==> config.mk <==
export PLATFORM = sky130hd
export DESIGN_NAME = cakegame_button_conditioner
export DESIGN_NICKNAME = d
export VERILOG_FILES = /design/src/rtl/cakegame_button_conditioner_pkg.sv /design/src/rtl/cakegame_button_conditioner_debounce_bit.sv /design/src/rtl/cakegame_button_conditioner.sv
export SDC_FILE = /design/constraint.sdc
export NUM_CORES = 1
export LEC_CHECK = 0
export ABC_AREA = 1
export CELL_PAD_IN_SITES_DETAIL_PLACEMENT = 1
export CELL_PAD_IN_SITES_GLOBAL_PLACEMENT = 1
export CORE_MARGIN = 2
export CORE_UTILIZATION = 48
export DETAILED_ROUTE_END_ITERATION = 8
export GPL_ROUTABILITY_DRIVEN = 0
export MAX_ROUTING_LAYER = met4
export PLACE_DENSITY_LB_ADDON = 0.1
export SLEW_MARGIN = 20
export SYNTH_ARGS = -nofsm -noshare
export SYNTH_HDL_FRONTEND = slang
export SYNTH_HIERARCHICAL = 1
export SYNTH_SLANG_ARGS = --single-unit
==> constraint.sdc <==
create_clock -name clock -period 2.6 [get_ports clock]
set_input_delay 0.78 -clock clock [delete_from_list [all_inputs] [get_ports clock]]
set_output_delay 0.78 -clock clock [all_outputs]
set_load 0.01 [all_outputs]
==> src/rtl/cakegame_button_conditioner_pkg.sv <==
// Shared definitions for the cakegame button conditioner: default sizes and FSM state encoding.
// Latency: n/a (declarations only).
// Backpressure: n/a.
package cakegame_button_conditioner_pkg;

    localparam int N_BUTTONS_DEF       = 7;
    // 20 stable samples of the 1 kHz game clock = 20 ms of settled contact.
    localparam int DEBOUNCE_CYCLES_DEF = 20;
    localparam int CNT_W_DEF           = 5;

    typedef enum logic [1:0] {
        ST_IDLE    = 2'd0,
        ST_HELD    = 2'd1,
        ST_CHORD   = 2'd2,
        ST_RELEASE = 2'd3
    } state_e;

endpackage

==> src/rtl/cakegame_button_conditioner_debounce_bit.sv <==
// One button input: 2-flop synchronizer followed by a consecutive-sample debouncer.
// Latency: a clean edge on raw_i reaches stable_o 2 + DEBOUNCE_CYCLES cycles later.
// Backpressure: none; free-running, always samples.
// Ports: clock, reset (async active-low), raw_i (asynchronous pin), stable_o (debounced level).
module cakegame_button_conditioner_debounce_bit
    import cakegame_button_conditioner_pkg::*;
#(
    parameter int DEBOUNCE_CYCLES = DEBOUNCE_CYCLES_DEF,
    parameter int CNT_W           = CNT_W_DEF
) (
    input  logic clock,
    input  logic reset,
    input  logic raw_i,
    output logic stable_o
);

    localparam logic [CNT_W-1:0] CNT_LAST = CNT_W'(DEBOUNCE_CYCLES - 1);

    logic             sync1_q;
    logic             sync2_q;
    logic             stable_q;
    logic             stable_d;
    logic [CNT_W-1:0] cnt_q;
    logic [CNT_W-1:0] cnt_d;

    // cnt counts consecutive samples that disagree with the accepted level;
    // any agreeing sample restarts it, so short glitches never flip stable.
    always_comb begin
        stable_d = stable_q;
        cnt_d    = '0;
        if (sync2_q != stable_q) begin
            if (cnt_q == CNT_LAST) begin
                stable_d = sync2_q;
            end else begin
                cnt_d = cnt_q + CNT_W'(1);
            end
        end
    end

    always_ff @(posedge clock or negedge reset) begin
        if (!reset) begin
            sync1_q  <= 1'b0;
            sync2_q  <= 1'b0;
            stable_q <= 1'b0;
            cnt_q    <= '0;
        end else begin
            sync1_q  <= raw_i;
            sync2_q  <= sync1_q;
            stable_q <= stable_d;
            cnt_q    <= cnt_d;
        end
    end

    assign stable_o = stable_q;

endmodule

==> src/rtl/cakegame_button_conditioner.sv <==
// Turns raw bouncing cake buttons into a clean 0-or-one-hot level plus press/chord pulses.
// Latency: raw edge to buttons/press is 2 (sync) + DEBOUNCE_CYCLES + 1 (registered FSM output).
// Backpressure: none; enable=0 forces idle outputs while the debouncers keep tracking the pins.
// Ports: clock, reset (async active-low), enable, raw_buttons[N-1:0] in;
//        buttons[N-1:0] (level), press (1-cycle), chord (1-cycle) out.
module cakegame_button_conditioner
    import cakegame_button_conditioner_pkg::*;
#(
    parameter int N_BUTTONS       = N_BUTTONS_DEF,
    parameter int DEBOUNCE_CYCLES = DEBOUNCE_CYCLES_DEF,
    parameter int CNT_W           = CNT_W_DEF
) (
    input  logic                 clock,
    input  logic                 reset,
    input  logic                 enable,
    input  logic [N_BUTTONS-1:0] raw_buttons,
    output logic [N_BUTTONS-1:0] buttons,
    output logic                 press,
    output logic                 chord
);

    localparam logic [N_BUTTONS-1:0] ONE = {{(N_BUTTONS-1){1'b0}}, 1'b1};

    logic [N_BUTTONS-1:0] stable;
    logic                 any_set;
    logic                 multi_set;

    state_e               state_q, state_d;
    logic [N_BUTTONS-1:0] code_q, code_d;
    logic [N_BUTTONS-1:0] buttons_q, buttons_d;
    logic                 press_q, press_d;
    logic                 chord_q, chord_d;

    for (genvar i = 0; i < N_BUTTONS; i++) begin : g_db
        cakegame_button_conditioner_debounce_bit #(
            .DEBOUNCE_CYCLES (DEBOUNCE_CYCLES),
            .CNT_W           (CNT_W)
        ) u_db (
            .clock    (clock),
            .reset    (reset),
            .raw_i    (raw_buttons[i]),
            .stable_o (stable[i])
        );
    end

    // v & (v-1) clears the lowest set bit; anything left means popcount > 1.
    assign any_set   = |stable;
    assign multi_set = |(stable & (stable - ONE));

    always_comb begin
        state_d   = state_q;
        code_d    = code_q;
        buttons_d = '0;
        press_d   = 1'b0;
        chord_d   = 1'b0;
        if (!enable) begin
            state_d = ST_IDLE;
        end else begin
            unique case (state_q)
                ST_IDLE: begin
                    if (any_set && !multi_set) begin
                        state_d   = ST_HELD;
                        code_d    = stable;
                        buttons_d = stable;
                        press_d   = 1'b1;
                    end else if (multi_set) begin
                        state_d = ST_CHORD;
                        chord_d = 1'b1;
                    end
                end
                ST_HELD: begin
                    // Extra buttons joining the held one are ignored; only
                    // losing the latched button ends the press.
                    if ((stable & code_q) == '0) begin
                        state_d = ST_RELEASE;
                    end else begin
                        buttons_d = code_q;
                    end
                end
                ST_CHORD, ST_RELEASE: begin
                    if (!any_set) begin
                        state_d = ST_IDLE;
                    end
                end
                default: state_d = ST_IDLE;
            endcase
        end
    end

    always_ff @(posedge clock or negedge reset) begin
        if (!reset) begin
            state_q   <= ST_IDLE;
            code_q    <= '0;
            buttons_q <= '0;
            press_q   <= 1'b0;
            chord_q   <= 1'b0;
        end else begin
            state_q   <= state_d;
            code_q    <= code_d;
            buttons_q <= buttons_d;
            press_q   <= press_d;
            chord_q   <= chord_d;
        end
    end

    assign buttons = buttons_q;
    assign press   = press_q;
    assign chord   = chord_q;

endmodule

# ---- After elaboration in Yosys (flattened, before gate mapping)
# Cells that the tools add are included.
# W data, S select, Z words.
dict set report word_totals {
  ff_bits 74
  input_bits 10
  out_inout_bits 9
  word_cells 110
}
dict set report classes {
  addsub 8
  eq_ne 20
  muxes 31
  bitwise_logic 2
  n_reduce_logical 16
}
# operator count
set op_table {}
lappend op_table {{$mux W5} 14}
lappend op_table {{$add A5 B1 Y5 const B} 7}
lappend op_table {{$eq A5 B5 Y1 const B} 7}
lappend op_table {{$mux W7} 3}
lappend op_table {{$and A7 B7 Y7} 2}
lappend op_table {{$pmux W7 S2} 1}
lappend op_table {{$reduce_and A2 Y1} 7}
lappend op_table {{$reduce_or A7 Y1} 2}
lappend op_table {{$mux W2} 5}
lappend op_table {{$logic_not A7 Y1} 1}
lappend op_table {{$mux W1} 7}
lappend op_table {{$ne A1 B1 Y1} 7}
lappend op_table {{$sub A7 B1 Y7 const B} 1}
lappend op_table {{$ne A3 B3 Y1 const B} 2}
lappend op_table {{$pmux W2 S3} 1}
lappend op_table {{$reduce_and A3 Y1} 2}
lappend op_table {{$eq A2 B2 Y1 const B} 2}
lappend op_table {{$ne A4 B4 Y1 const B} 1}
lappend op_table {{$eq A2 B1 Y1 const B} 1}
lappend op_table {{$logic_not A2 Y1} 1}
lappend op_table {{$reduce_or A2 Y1} 1}
lappend op_table {{$logic_and A1 B1 Y1} 1}
lappend op_table {{$logic_not A1 Y1} 1}

# ---- Longest topological paths before layout
# Gate-level depths: netlist of the first run.
dict set report logic_depth {
  ltp_word 8
  ltp_mapped 11
  depth_no_buf 11
}

# ---- Cells and area by module
# The synthesis of the first run kept the hierarchy.
# module instances cells_each area_each_um2 seq_area_each_um2
set by_module_without_submodules {}
lappend by_module_without_submodules {cakegame_button_conditioner_debounce_bit 7 38 344.1 200.2}
lappend by_module_without_submodules {cakegame_button_conditioner 1 128 972.2 450.4}

# ---- Worst setup path after synthesis of the first run
# No wires, ideal clock.
dict set report synth_path {
  path_kind {input port to flip-flop}
  startpoint {input enable}
  endpoint {register code_q[2]}
  arrival_ns 1.363
  setup_slack_ns 1.105
  stages 7
  path_cell_list {inv_1 > nor2_1 > inv_1 > nor2_4 > inv_2 > nand2_1 > o21ai_1}
}
dict set report synth_via {
  elab_chain_len 1
}
# element line_no
set synth_rtl {}
lappend synth_rtl {{start, declared} cakegame_button_conditioner.sv:15} ;# input logic enable,
lappend synth_rtl {{$reduce_and A3 Y1 (no source line)} n/a}
lappend synth_rtl {{end signal, assigned} cakegame_button_conditioner.sv:99} ;# code_q <= code_d;
lappend synth_rtl {{end, declared} cakegame_button_conditioner.sv:29} ;# logic [N_BUTTONS-1:0] code_q, code_d;
# Every way passes these cells.
# A chain may end at the register's enable or synchronous reset.

# ---- Worst setup path after layout of the first run
dict set report layout_path {
  startpoint {register buttons_q[5] (netlist: buttons[5])}
  endpoint {output buttons[5]}
}
# element line_no
set layout_rtl {}
lappend layout_rtl {{start, declared} cakegame_button_conditioner.sv:30} ;# logic [N_BUTTONS-1:0] buttons_q, buttons_d;
lappend layout_rtl {{start signal, assigned} cakegame_button_conditioner.sv:100} ;# buttons_q <= buttons_d;
lappend layout_rtl {{end, declared} cakegame_button_conditioner.sv:17} ;# output logic [N_BUTTONS-1:0] buttons,
# No word-level cell between the ends.

==> reports/qor.csv, run 1 <==
stage,metric,value,unit
run_status,status,"complete, no violations",
worst_setup_path,CP startpoint kind,flop,
clocking,post_cts resized,0,
synthesis,"FF+latch count, synth",74,
synthesis,sequential fraction of the synthesis area,54.8,%
worst_setup_path,"slowest stage delay, CP",0.54,ns
route,ANT nets after route,0,
place,post-detail-place hpwl,5140,µm
finish,ant diodes,0,
route,Top Metal Used,met4,
worst_setup_path,crit path launch,buttons[5]$_DFF_PN0_,
clocking,H-tree depth,3,
pwr,switching share of total power,23.6,%
die,Die Span Y,87.9,µm
min_path,HP Class,flop to flop,
worst_setup_path,CP bufs+invs,1,
clocking,Clock transition at path regs,0.08,ns
global_routing,vias in the first global route,2749,
timing,fmax,0.497,GHz
finish,Final Cell Area,3900,µm²
route,DRC viols,0,
route,drt total wl,7020,µm
min_path,worst min-delay path startpoint,g_db[2].u_db/sync1_q$_DFF_PN0_,
timing,clk_skew,0.0113,ns
synthesis,Post-synth top cells,"91 x nand2_1, 74 x dfrtp_1, 61 x inv_1, 46 x nor2_1, 22 x nand4_1",
synthesis,main area contributors after synthesis,"dfrtp_1 55%, nand2_1 10%, inv_1 6.8%, nor2_1 5.1%, nand4_1 4.1%",
pwr,Net Sw Power,0.000554,W
synthesis,Syn Inst Count,394,
finish,Multi-input gate area,1270,µm²
global_routing,first-pass GRT wire length,12100,µm
die,chip width,87.9,µm
timing,Final Max Slew Viols,0,
global_routing,initial antenna violation count,0,
finish,FILL cells,836,
clocking,"Setup Fix Bufs, Post-CTS",0,
clocking,CTS buffer count,9,
synthesis,post-synth top area cell,dfrtp_1,
worst_setup_path,crit-path max FO,1,
clocking,worst skew pair latency,0.35,ns
synthesis,"Cell Area, Synth",3380,µm²
global_routing,Total GRT Usage,21.3,%
synthesis,Yosys cell types,18,
worst_setup_path,launch point of the worst reg-to-reg path,g_db[3].u_db/stable_o$_DFFE_PN0P_,
synthesis,Post-synth EDFFs,0,
finish,nets,440,
route,M1 WL,3130,µm
die,Core Box Area,6790,µm²
die,Cell Rows,30,
route,via count,2597,
clocking,root buffer cell,clkbuf_8,
clocking,clk sinks,74,
synthesis,mean post-synth cell area,8.58,µm²
route,Vias/cell,4.96,
route,metal3 WL,169,µm
worst_setup_path,critical path's slowest cell,clkdlybuf4s50_1,
timing,crit path time final,2.01,ns
timing,Setup TNS,0,ns
synthesis,Ys Warns,6,
pwr,sequential share of power,52.7,%
place,# port buffers,18,
finish,Register Area,1850,µm²
clocking,hold-fix buffers at CTS,0,
timing,slew at the pin closest to its max-slew limit,0.508,ns
synthesis,most frequent cell after synthesis,nand2_1,
worst_setup_path,Worst Path Required,1.82,ns
pwr,Max VDD drop,0.000351,V
pwr,PD cells,601,nW/µm²
timing,slew margin rel.,66.1,%
pwr,total design power,0.00234,W
synthesis,ys async rst share,100,%
route,Met2 Wirelength,3600,µm
pwr,Clk pwr share,41.2,%
timing,final critical-path share of the clock period,77.3,%
pwr,internal power,0.00179,W
timing,hold slack final,0.355,ns
clocking,clk buf depth,2,
die,die area,7730,µm²
route,DR pass1 iterations,4,
timing,setup violators final,0,
die,Top Ports,19,
global_routing,largest net degree at the start of global routing,39,
synthesis,"Net Count, Synth",411,
timing,RSZ-0062 raised after global routing,no,
route,DRT iter0 DRCs,120,
finish,P&R area growth vs syn,15.4,%
job,Max-cap violations,0,
clocking,CTS tree,done,
worst_setup_path,CP Cell Sequence,clkdlybuf4s50_1,
pwr,Static Leakage,1.93,nW
die,Initial Util,49.8,%
timing,Hold Fails Final Rpt,0,
worst_setup_path,"Arr. time, crit path",1.23,ns
finish,fraction of final layout cells sized beyond drive strength 1,12.6,%
global_routing,"Remaining Overflow, GRT",0,
worst_setup_path,WS Path Type,flop to output pin,
synthesis,"Top FF cell, synth",dfrtp_1,
worst_setup_path,Crit path max-delay family,buffers and inverters,
place,placed cell area,3690,µm²
worst_setup_path,CP endpoint kind,output pin,
synthesis,proportion of netlist area held by the largest area contributor,54.8,%
route,Avg WL per Cell,13.4,µm
pwr,Logic pwr share,6.2,%
## final cells by class
class | count | share of cell area [%]
inverter | 66 | 6.35
clock buffer | 11 | 3.37
clock inverter | 5 | 2.02
tap | 96 | 3.08
sequential | 74 | 47.5
multi-input combinational | 252 | 32.5
timing repair buffer | 20 | 5.26
## registers in the layout, summed over array words and instances, names as in the netlist
signal,flops
g_db.u_db/cnt_q,35
buttons,7
code_q,7
g_db.u_db/stable_o,7
g_db.u_db/sync1_q,7
g_db.u_db/sync2_q,7
state_q,2
chord,1
press,1
## layer usage
layer  global-route usage (%)  up-vias
met3                     4.24       10
met2                     36.6       29
met4                     9.51        0
li1                         -     1289
met1                     23.9     1269
met5                        -        -
## cells by family after synthesis
logic type	share of synthesized area [%]
compound gates	4.29
xor+xnor	1.81
fa+ha+maj	2.59
buf+inv	7.77
flops	54.8
simple gates	28.8
## metrics by stage
step / utilization [%] / setup slack, ns / cells
after floorplan: - / 1.10 / 394
after global placement: 54.3 / 0.432 / 508
after detailed placement: 54.3 / 0.339 / 508
after CTS: 57.4 / 0.571 / 524
after global routing: 57.4 / 0.542 / 524
final: 57.4 / 0.590 / 524
## power groups by stage
stage                     Clock, W  Sequential (W)  Combinational, W
after floorplan                  0         0.00125         0.0000852
after global placement           0         0.00125          0.000140
after detailed placement         0         0.00126          0.000148
after CTS                 0.000980         0.00123          0.000150
after global routing       0.00103         0.00124          0.000169
final                     0.000964         0.00123          0.000144
## final timing paths
path	endpoint	slack [ns]	cells after the start
setup / recovery	buttons[5]	0.59	1
hold / removal	g_db[2].u_db/sync2_q$_DFF_PN0_	0.35	0
setup reg to reg	code_q[2]$_DFFE_PN0P_	0.79	7
hold reg to reg	g_db[2].u_db/sync2_q$_DFF_PN0_	0.35	0
max in group asynchronous	g_db[1].u_db/cnt_q[0]$_DFF_PN0_	1.63	2
min in group asynchronous	g_db[4].u_db/cnt_q[1]$_DFF_PN0_	0.39	1
## placed cells by master (no fill, tap or decap)
cell and n:
nor2_4 2, nand3_2 2, bufinv_16 2, dfrtp_1 74
clkinv_2 2, inv_1 61, clkbuf_1 2, buf_12 1
xnor2_1 7, nand2_1 91, nor2_2 9, buf_4 2
a21oi_1 14, nand3_1 18, clkbuf_8 9, nand4_2 2
clkdlybuf4s50_1 17, inv_2 5, nor2_1 46, nand2_2 17
clkinv_4 1, nand4_1 22, o21ai_1 15, ha_1 7
Note: power is estimated with default switching activity, not from simulation.
==> run 2, diff against run 1 <==
Settings changed: CORE_UTILIZATION 48 to 45.
Clock period 2.6 ns to 2 ns, I/O delays scaled along.
==> run 2 against run 1 <==
Register-to-register slack worse by 0.46 ns. Worst hold slack worse by 0.21 ns. Non-clock buffer count is 8 higher. Final area increased by 0.32%. Count of clock-buffer cells in the layout down 2. Flip-flop and latch count did not move. Utilization down 3.5 points. Combinational power grew 32%. Critical path type unchanged. Largest power group unchanged.
==> reports/qor.csv, run 2 (same netlist as run 1, synthesis figures left out) <==
stage,metric,value,unit
place,post-detail-place hpwl,5250,µm
worst_setup_path,launch point of the worst reg-to-reg path,g_db[2].u_db/stable_o$_DFFE_PN0P_,
timing,Hold Fails Final Rpt,0,
die,Core Box Area,7250,µm²
pwr,internal power,0.00206,W
route,Avg WL per Cell,12.7,µm
timing,setup violators final,0,
pwr,sequential share of power,58.4,%
global_routing,initial antenna violation count,0,
worst_setup_path,CP endpoint kind,output pin,
timing,slew at the pin closest to its max-slew limit,0.286,ns
timing,crit path time final,1.82,ns
worst_setup_path,CP Cell Sequence,clkdlybuf4s50_1,
place,# port buffers,18,
clocking,CTS tree,done,
pwr,Net Sw Power,0.000687,W
pwr,PD cells,702,nW/µm²
worst_setup_path,Worst Path Required,1.40,ns
pwr,Clk pwr share,34.7,%
worst_setup_path,WP depth,1,
worst_setup_path,CP startpoint kind,flop,
worst_setup_path,reg2reg setup slack,0.33,ns
die,chip width,90.7,µm
clocking,worst skew pair latency,0.33,ns
die,Initial Util,46.6,%
clocking,hold-fix buffers at CTS,0,
worst_setup_path,crit-path max FO,1,
timing,fmax,0.551,GHz
finish,nets,448,
worst_setup_path,Critical R2R Capture,buttons[4]$_DFF_PN0_,
route,ANT nets after route,0,
finish,max reg flops,35,
pwr,Logic pwr share,6.9,%
die,die area,8220,µm²
route,DR pass1 iterations,7,
global_routing,first-pass GRT wire length,12400,µm
run_status,status,"complete, no violations",
global_routing,"Remaining Overflow, GRT",0,
finish,fraction of final layout cells sized beyond drive strength 1,14.5,%
worst_setup_path,Reg2Reg Depth,7,
min_path,HP Class,input port to async pin,
timing,clk_skew,0.00936,ns
finish,"most common cell after layout, fill and taps aside",nand2_1,
route,drt total wl,6810,µm
finish,Multi-input gate area,1270,µm²
die,Cell Rows,31,
global_routing,Total GRT Usage,19.2,%
clocking,root buffer cell,clkbuf_8,
finish,most frequent cells in the layout,"91 x nand2_1, 74 x dfrtp_1, 61 x inv_1",
global_routing,vias in the first global route,2874,
finish,P&R area growth vs syn,15.8,%
finish,Register Area,1850,µm²
route,Vias/cell,4.94,
timing,Final Max Slew Viols,0,
worst_setup_path,CP bufs+invs,1,
route,DRC viols,0,
pwr,Max VDD drop,0.000434,V
worst_setup_path,"Arr. time, crit path",1.22,ns
finish,FILL cells,904,
global_routing,largest net degree at the start of global routing,28,
route,DRT iter0 DRCs,97,
clocking,clk buf depth,2,
timing,Setup TNS,0,ns
worst_setup_path,"slowest stage delay, CP",0.54,ns
worst_setup_path,WS Path Type,flop to output pin,
timing,hold slack final,0.141,ns
timing,final critical-path share of the clock period,90.8,%
clocking,H-tree depth,3,
finish,Reg with most FFs,g_db.u_db/cnt_q,
pwr,Static Leakage,1.95,nW
timing,slew margin rel.,80.9,%
die,Top Ports,19,
worst_setup_path,critical path's slowest cell,clkdlybuf4s50_1,
clocking,"Setup Fix Bufs, Post-CTS",0,
pwr,total design power,0.00275,W
clocking,post_cts resized,0,
clocking,Clock transition at path regs,0.08,ns
clocking,CTS buffer count,9,
finish,ant diodes,0,
route,via count,2637,
worst_setup_path,Crit path max-delay family,buffers and inverters,
die,Die Span Y,90.7,µm
pwr,switching share of total power,25.0,%
timing,RSZ-0062 raised after global routing,no,
clocking,clk sinks,74,
job,Max-cap violations,0,
run 2: metrics by stage:
step / std cells / worst slack [ns] / instance area [µm²] / utilization (%)
global placement: 519 / 0.102 / 3750 / 51.8
CTS: 534 / 0.157 / 3910 / 54.0
floorplan: 394 / 0.573 / 3380 / -
finish: 534 / 0.184 / 3910 / 54.0
detailed placement: 519 / 0.0524 / 3750 / 51.8
global route: 534 / 0.141 / 3910 / 54.0
run 2: power groups by stage:
stage / clock, W / sequential [W] / combinational, W
final: 0.000954 / 0.00160 / 0.000190
after global routing: 0.00106 / 0.00161 / 0.000223
after CTS: 0.00101 / 0.00160 / 0.000197
after detailed placement: 0 / 0.00163 / 0.000196
after global placement: 0 / 0.00163 / 0.000187
after floorplan: 0 / 0.00162 / 0.000111
run 2: layout make-up:
cell class,instances,share of cell area (%)
sequential,74,47.3
multi-input combinational,252,32.4
timing repair buffer,28,6.78
inverter,66,6.33
clock buffer,9,3.16
tap,99,3.16
clock inverter,6,0.895
run 2: how the worst max path moves through the flow:
| stage | from | end | slack (ns) |
|---|---|---|---|
| after floorplan | g_db[2].u_db/stable_o$_DFFE_PN0P_ | code_q[2]$_DFFE_PN0P_ | 0.57 |
| after global placement | enable | code_q[6]$_DFFE_PN0P_ | 0.10 |
| after detailed placement | enable | code_q[6]$_DFFE_PN0P_ | 0.05 |
| after CTS | press$_DFF_PN0_ | press | 0.16 |
| after global routing | press$_DFF_PN0_ | press | 0.14 |
| final | press$_DFF_PN0_ | press | 0.18 |
run 2: layer usage:
layer	share of wire, %	GRT usage, %
met3	2.6	3.17
met4	1.3	7.05
met5	0	-
met2	54	35.0
met1	42	21.2
